File: config.mk
export PLATFORM = sky130hd
export DESIGN_NAME = bsg_mul_cs_resolve
export DESIGN_NICKNAME = d
export VERILOG_FILES = /design/src/rtl/bsg_mul_cs_resolve.sv
export SDC_FILE = /design/constraint.sdc
export NUM_CORES = 1
export LEC_CHECK = 0
export BUFFER_PORTS_ARGS = -buffer_cell sky130_fd_sc_hd__buf_2
export CELL_PAD_IN_SITES_DETAIL_PLACEMENT = 1
export CELL_PAD_IN_SITES_GLOBAL_PLACEMENT = 1
export CORE_MARGIN = 2
export CORE_UTILIZATION = 40
export DETAILED_ROUTE_END_ITERATION = 7
export PLACE_DENSITY_LB_ADDON = 0.1
export SETUP_SLACK_MARGIN = 0.05
export SKIP_CTS_REPAIR_TIMING = 1
export SYNTH_ARGS = -nofsm -noshare
export SYNTH_HDL_FRONTEND = slang
export SYNTH_SLANG_ARGS = --single-unit
File: constraint.sdc
create_clock -name clk_i -period 2.5 [get_ports clk_i]
set_input_delay 0.25 -clock clk_i [delete_from_list [all_inputs] [get_ports clk_i]]
set_output_delay 0.25 -clock clk_i [all_outputs]
set_load 0.02 [all_outputs]
File: src/rtl/bsg_mul_cs_resolve.sv
// bsg_mul_cs_resolve
// Multi-cycle carry-propagate adder that resolves one carry-save pair (s_i, c_i, cin_i)
// into sum_o/cout_o, chunk_p bits per cycle. It processes one operation at a time.
//
// Ports:
//   clk_i, reset_n_i      clock, asynchronous active-low reset
//   v_i / ready_o         input handshake; s_i, c_i, cin_i are captured on v_i & ready_o
//   v_o / yumi_i          output handshake; sum_o, cout_o are held stable while v_o=1
//   sum_o                 (s_i + c_i + cin_i) mod 2^width_p
//   cout_o                carry out of bit width_p-1
module bsg_mul_cs_resolve #(
  parameter int unsigned width_p = 32,
  parameter int unsigned chunk_p = 8
) (
  input  logic               clk_i,
  input  logic               reset_n_i,
  input  logic               v_i,
  output logic               ready_o,
  input  logic [width_p-1:0] s_i,
  input  logic [width_p-1:0] c_i,
  input  logic               cin_i,
  output logic               v_o,
  output logic [width_p-1:0] sum_o,
  output logic               cout_o,
  input  logic               yumi_i
);

  localparam int unsigned chunks_lp = width_p / chunk_p;
  localparam int unsigned cnt_w_lp  = (chunks_lp > 1) ? $clog2(chunks_lp) : 1;
  localparam logic [cnt_w_lp-1:0] last_cnt_lp = cnt_w_lp'(chunks_lp - 1);

  if (width_p % chunk_p != 0) begin : g_bad_param
    $error("bsg_mul_cs_resolve: width_p must be a multiple of chunk_p");
  end

  typedef enum logic [1:0] {StIdle, StBusy, StDone} state_e;

  state_e                state_q, state_d;
  logic [width_p-1:0]    s_q, s_d;
  logic [width_p-1:0]    c_q, c_d;
  logic [width_p-1:0]    sum_q, sum_d;
  logic [cnt_w_lp-1:0]   cnt_q, cnt_d;
  logic                  carry_q, carry_d;
  logic                  cout_q, cout_d;

  logic                  accept;
  logic [chunk_p:0]      chunk_res;
  logic [width_p-1:0]    chunk_ext;

  always_comb begin
    ready_o = (state_q == StIdle) || ((state_q == StDone) && yumi_i);
    accept  = v_i && ready_o;

    // Operands shift right each cycle so the active chunk is always the low slice.
    chunk_res = {1'b0, s_q[chunk_p-1:0]} + {1'b0, c_q[chunk_p-1:0]}
              + (chunk_p + 1)'(carry_q);
    chunk_ext = '0;
    chunk_ext[chunk_p-1:0] = chunk_res[chunk_p-1:0];

    state_d = state_q;
    s_d     = s_q;
    c_d     = c_q;
    sum_d   = sum_q;
    cnt_d   = cnt_q;
    carry_d = carry_q;
    cout_d  = cout_q;

    case (state_q)
      StIdle: begin
        if (accept) state_d = StBusy;
      end
      StBusy: begin
        s_d     = s_q >> chunk_p;
        c_d     = c_q >> chunk_p;
        carry_d = chunk_res[chunk_p];
        // Result chunks enter at the top; after chunks_lp shifts chunk 0 sits at bit 0.
        sum_d   = (sum_q >> chunk_p) | (chunk_ext << (width_p - chunk_p));
        cnt_d   = cnt_q + cnt_w_lp'(1);
        if (cnt_q == last_cnt_lp) begin
          cout_d  = chunk_res[chunk_p];
          state_d = StDone;
        end
      end
      StDone: begin
        if (yumi_i) state_d = accept ? StBusy : StIdle;
      end
      default: state_d = StIdle;
    endcase

    if (accept) begin
      s_d     = s_i;
      c_d     = c_i;
      carry_d = cin_i;
      cnt_d   = '0;
    end
  end

  always_ff @(posedge clk_i or negedge reset_n_i) begin
    if (!reset_n_i) begin
      state_q <= StIdle;
      s_q     <= '0;
      c_q     <= '0;
      sum_q   <= '0;
      cnt_q   <= '0;
      carry_q <= 1'b0;
      cout_q  <= 1'b0;
    end else begin
      state_q <= state_d;
      s_q     <= s_d;
      c_q     <= c_d;
      sum_q   <= sum_d;
      cnt_q   <= cnt_d;
      carry_q <= carry_d;
      cout_q  <= cout_d;
    end
  end

  assign v_o    = (state_q == StDone);
  assign sum_o  = sum_q;
  assign cout_o = cout_q;

  // Consumer protocol: yumi_i is only meaningful while a result is presented.
  always_ff @(posedge clk_i) begin
    if (reset_n_i) begin
      assert (!(yumi_i && !v_o))
        else $error("bsg_mul_cs_resolve: yumi_i asserted while v_o=0");
    end
  end

endmodule

==> impl_metrics.yaml, run 1 <==
outcome:
  status: "complete, no violations"
die:
  core_area_sq_mm: 0.01094
  row_count: 38
  die_y_microns: 110.4
  die_area_sq_mm: 0.01220
  die_x_microns: 110.4
  start_util_pct: 41.44
  ioPinCount: 104
placed_design:
  detailed_place_hpwl_mm: 7.866
  dp_slack_ps: 525.6
  place_congestion: 0.7883
  numPortBuffers: 103
  post-place-cells: 706
logic_synthesis:
  ys_ff_latch: 102
  synth.area.top_cells: "dfrtp_1, nand2_1, a22oi_1"
  synth_common_cells: "nand2_1, dfrtp_1, a22oi_1"
  synth_edf_count: 0
  yosysTopAreaCell: "dfrtp_1"
  async_flop_share_pct: 100.0
  yosysMostFrequentCell: "nand2_1"
  syn_area_per_cell_sq_um: 9.306
  yosys_warnings: 0
  ys_types: 43
  synth-main-ff-cell: "dfrtp_1"
  syn-num-nets: 566
  seq_area_frac_synth_pct: 56.32
  syn-instance-count: 487
  synth_top_area_share_pct: 56.32
  synthesis.area_sq_mm: 0.004532
sta:
  clock_skew_ps: 7.872
  fin_crit_ps: 2036
  setup_tns_ps: 0
  rsz0062_at_grt: "false"
  fmaxAchievable_mhz: 491.3
  maxSlewViolCount: 0
  hold_viol_final: 0
  finalSetupViolations: 0
  period_share_pct: 81.42
  worst_slew_pin_slew_ps: 633.9
  fin_ws_ps: 464.4
  max_slew_margin_pct: 57.74
critical_path:
  crit_slowest_cell: "fa_1"
  critPathMaxStageDelay_ps: 490
  crit_required_ps: 2740
  crit_fanout: 3
  path_cells: "fa_1 > inv_1 > fa_1 > nor2b_1 > o2111ai_1 > a41oi_1 > o31ai_1"
  cp_data_arrival_time_ps: 2280
  endpoint_kind: "register"
  crit_type: "reg -> reg"
  worstRegToRegCells: 7
  startpoint_type: "register"
  path_common_cell: "fa_1"
clocking:
  cts_root_buf: "clkbuf_16"
  clk_path_buf_depth: 2
  cts_htree_levels: 3
  clock_latency_ps: 340
  cts_tree: "done"
  cts.sink_count: 102
  cts_buffers: 9
  clk_pin_slew_ps: 70
route:
  route.vias.total: 3702
  drt_iter0_markers: 131
  drc: 0
  dr.pass1.iters: 4
  ant_nets: 0
  vias_per_cell: 5.135
  routed_wirelength_mm: 11.61
  avgRoutedWirePerCell_microns: 16.11
layout:
  final_cells: 721
  n_antenna_cell: 0
  area_growth_pct: 22.00
  nNetsFinal: 657
  final_layout_size_suffix_gt1_share_pct: 22.38
power:
  irDropWorstVdd_mv: 0.5298
  power_leakage_nw: 2.850
  p_per_area_mw_per_mm2: 1464
global_route:
  grt_pass1_wl_mm: 19.73
  first_global_vias: 3971
  grt_max_degree: 93
  grt_use_total_pct: 19.76
  antenna_found_initial: 0
  overflow: 0
job:
  drv_cap: 0
min_path:
  hold_class: "in -> reg"
  hold_depth: 3
layout make-up:
class                   count  area, sq um
well taps                 140        175.2
clock inverters             3        68.82
multi-input cells         345         1824
inverters                   8        30.03
fillers                  1304         5406
clock buffers              11        252.7
repair buffers            112        625.6
flip-flops and latches    102         2552
cell usage in the layout, fill, tap and decap left out, drive strengths merged, types with 4 or more instances in the layout:
master,netlist,final
nor2,4,4
o21ai,39,39
nand2,202,202
dfrtp,102,102
a211oi,4,4
mux2i,11,11
a21oi,5,5
inv,8,8
ha,8,8
a22oi,37,37
nor2b,4,4
buf,21,111
clkbuf,11,11
worst max-delay path, delay by kind of cell (launching register included):
| kind | cells | cell delay [ps] |
|---|---|---|
| DFF | 1 | 400 |
| buffers and inverters | 1 | 100 |
| AOI/OAI and AO/OA | 3 | 650 |
| adders and majority gates | 2 | 710 |
| and+or+nand+nor | 1 | 80 |
final timing paths:
kind                                       from                     to  slack, ps
max                          s_q[0]$_DFFE_PN0P_  sum_o[30]$_DFFE_PN0P_        460
min                                     c_i[25]    c_q[25]$_DFFE_PN0P_        110
max reg2reg                  s_q[0]$_DFFE_PN0P_  sum_o[30]$_DFFE_PN0P_        460
min reg2reg                sum_o[5]$_DFFE_PN0P_   sum_o[5]$_DFFE_PN0P_        470
max in group asynchronous             reset_n_i     c_q[9]$_DFFE_PN0P_       1220
min in group asynchronous             reset_n_i   sum_o[5]$_DFFE_PN0P_        460
flip-flops by register name (all words and copies together) (netlist names):
name and flops:
sum_o 32, carry_q 1, s_q 32, c_q 32
cnt_q 2, cout_o 1, state_q 2
through the flow:
stage	instance area, sq um	util (%)	power (mW)	hold slack, ps
after global placement	5197	47.53	6.458	302.3
after floorplan	4532	-	5.462	-45.59
after CTS	5519	50.47	8.195	-50.42
after global routing	5529	50.56	8.762	121.5
final	5529	50.56	8.095	113.0
after detailed placement	5197	47.53	6.622	311.1
per-layer routing:
layer	vias up	track usage (%)	share of wire, %
met4	0	6.667	1.9
met5	-	0	0
met2	77	32.07	48
met1	1805	26.91	47
met3	16	3.513	3.3
li1	1804	-	-
power breakdown:
part	total, mW	internal, mW	switching, mW
combinational	3.65	1.32	2.33
clock	1.52	0.923	0.597
sequential	2.93	2.42	0.508
total	8.09	4.66	3.43
cells by family (layout without fill, tap and decap cells):
| kind of cell | after synthesis | in the layout | synth area share (%) |
|---|---|---|---|
| AOI/OAI and AO/OA | 99 | 99 | 14.25 |
| buffers and inverters | 40 | 134 | 3.893 |
| muxes | 11 | 11 | 2.430 |
| xor gates and xnor gates | 2 | 2 | 0.3866 |
| DFF | 102 | 102 | 56.32 |
| adders and majority gates | 10 | 10 | 3.092 |
| and+or+nand+nor | 223 | 223 | 19.63 |
Note: power is estimated with default switching activity, not from simulation.
==> run 2: changes to the inputs <==
- ABC_AREA: not set -> 1
- CORE_UTILIZATION: 40 -> 36
- clock period: 2.5 -> 1.8 ns (I/O delays scaled with it)
==> run 2 against run 1 <==
Against the previous run: utilization decreased by 4.8 points; via count up 0.92%; synthesized cell count is 4.3% higher; non-clock buffer count grew 4; register-to-register slack worse by 450 ps; final cell count is 8.3% higher; flip-flop and latch count did not move; routed wire length is 1.3% higher; die area rose by 11%; total power rose by 34%; critical path type unchanged; largest cell class unchanged; highest routed layer unchanged.
==> impl_metrics.yaml, run 2 <==
critical_path:
  startpoint_type: "register"
  crit_fanout: 3
  cp_data_arrival_time_ps: 2020
  endpoint_kind: "register"
  crit_slowest_cell: "fa_2"
  path_cells: "fa_2 > inv_2 > fa_2 > inv_2 > nand2_2 > nand2_2 > and2_4 > or2_0 > nand3_1 > nand2_1"
  critPathMaxStageDelay_ps: 420
  crit_type: "reg -> reg"
  crit_required_ps: 2040
clocking:
  cts_tree: "done"
  clock_latency_ps: 350
  cts.sink_count: 102
  cts_htree_levels: 3
  cts_buffers: 9
  clk_pin_slew_ps: 60
  cts_root_buf: "clkbuf_16"
  clk_path_buf_depth: 2
sta:
  fin_crit_ps: 1781
  fmaxAchievable_mhz: 561.4
  worst_slew_pin_slew_ps: 591.6
  fin_ws_ps: 18.75
  holdWs_ps: 30.57
  hold_viol_final: 0
  rsz0062_at_grt: "true"
  clock_skew_ps: 4.770
  finalSetupViolations: 0
  period_share_pct: 98.96
  maxSlewViolCount: 0
  setup_tns_ps: 0
  max_slew_margin_pct: 60.56
route:
  drt_iter0_markers: 168
  drc: 0
  vias_per_cell: 4.784
  ant_nets: 0
  avgRoutedWirePerCell_microns: 15.06
  route.vias.total: 3736
  dr.pass1.iters: 5
  routed_wirelength_mm: 11.76
global_route:
  antenna_found_initial: 0
  grt_max_degree: 103
  overflow: 0
  first_global_vias: 3971
  grt_use_total_pct: 19.27
  grt_pass1_wl_mm: 19.95
power:
  power_leakage_nw: 2.872
  p_per_area_mw_per_mm2: 1947
  irDropWorstVdd_mv: 0.6998
  total_power_mw: 10.83
layout:
  nNetsFinal: 687
  fin_area_sq_mm: 0.005563
  final_cells: 781
  layout_commonest_cell: "nand2_1"
  final_layout_size_suffix_gt1_share_pct: 23.49
  postLayoutCoreUtil_pct: 45.74
  area_growth_pct: 22.89
  mostFrequentLayoutCells: "nand2_1, dfrtp_1, buf_2"
  n_antenna_cell: 0
die:
  die_y_microns: 116.1
  die_x_microns: 116.1
  core_area_sq_mm: 0.01216
  ioPinCount: 104
  start_util_pct: 37.22
  row_count: 40
  die_area_sq_mm: 0.01349
logic_synthesis:
  syn_area_per_cell_sq_um: 8.911
  yosys_warnings: 0
  ys_types: 29
  synthesis.area_sq_mm: 0.004527
  synth-main-ff-cell: "dfrtp_1"
  yosysTopAreaCell: "dfrtp_1"
  async_flop_share_pct: 100.0
  synth_edf_count: 0
  yosysMostFrequentCell: "nand2_1"
  synth_top_area_share_pct: 56.38
  syn-num-nets: 587
  synth.area.top_cells: "dfrtp_1, nand2_1, o211ai_1"
  syn-instance-count: 508
  synth_common_cells: "nand2_1, dfrtp_1, inv_1"
  seq_area_frac_synth_pct: 56.38
  ys_ff_latch: 102
placed_design:
  dpl_cell_area_sq_mm: 0.005234
  place_congestion: 0.7680
  detailed_place_hpwl_mm: 8.090
  post-place-cells: 764
  numPortBuffers: 103
  dp_slack_ps: -77.25
job:
  drv_cap: 0
min_path:
  hold_class: "in -> reg"
outcome:
  status: "complete, no violations"
run 2: cell types whose count changed in the layout (fill, tap and decap cells not counted), sizes merged, moves of 8 or more:
cell    previous run  this run
o211ai             2        32
mux2i             11         0
a22oi             37         4
a22o               1         9
nand2            202       214
inv                8        40
o21ai             39        24
nand3              3        27
run 2: worst max-delay path: cells and delay by family (launching register included):
kind	cells	cell delay, ps
adders and majority gates	2	610
buffers and inverters	2	110
DFF	1	410
and+or+nand+nor	6	560
run 2: layout make-up:
class,count,area (sq um)
Clock buffer,12,256.5
Multi-Input combinational cell,339,1678
Sequential cell,102,2552
Fill cell,1460,6599
Timing Repair Buffer,116,668.1
Inverter,40,152.6
Clock inverter,4,45.04
Tap cell,168,210.2
run 2: metal layers:
layer,share of wire (%),global-route usage [%],up-vias
li1,-,-,1837
met1,46,25.04,1815
met2,48,32.12,74
met3,4.7,5.293,10
met4,1.1,5.000,0
met5,0,0,-
run 2: path summary, 6_finish.rpt:
path                            slack, ps  cells past startpoint                start                    end
max in group asynchronous             920                      3            reset_n_i     c_q[4]$_DFFE_PN0P_
worst max register to register         20                     10  carry_q$_DFFE_PN0P_  sum_o[28]$_DFFE_PN0P_
min in group asynchronous             410                      3            reset_n_i    s_q[15]$_DFFE_PN0P_
worst min register to register        480                      2  s_q[24]$_DFFE_PN0P_    s_q[24]$_DFFE_PN0P_
worst max-delay path                   20                     10  carry_q$_DFFE_PN0P_  sum_o[28]$_DFFE_PN0P_
worst min-delay path                   30                      3              s_i[27]    s_q[27]$_DFFE_PN0P_
run 2: report_power, final:
part	total [mW]	switching [mW]	leakage, nW	internal, mW
Sequential	3.90	0.568	1.30	3.33
Clock	1.98	0.833	0.152	1.15
Combinational	4.95	3.17	1.42	1.78
Total	10.8	4.57	2.87	6.26
run 2: cells by family (layout without fill, tap and decap cells):
logic type	count (synthesis)	in the layout	share of synthesized area [%]
compound gates	76	76	11.36
fa+ha+maj	10	10	3.096
buf+inv	67	172	6.882
flops	102	102	56.38
simple gates	253	253	22.28
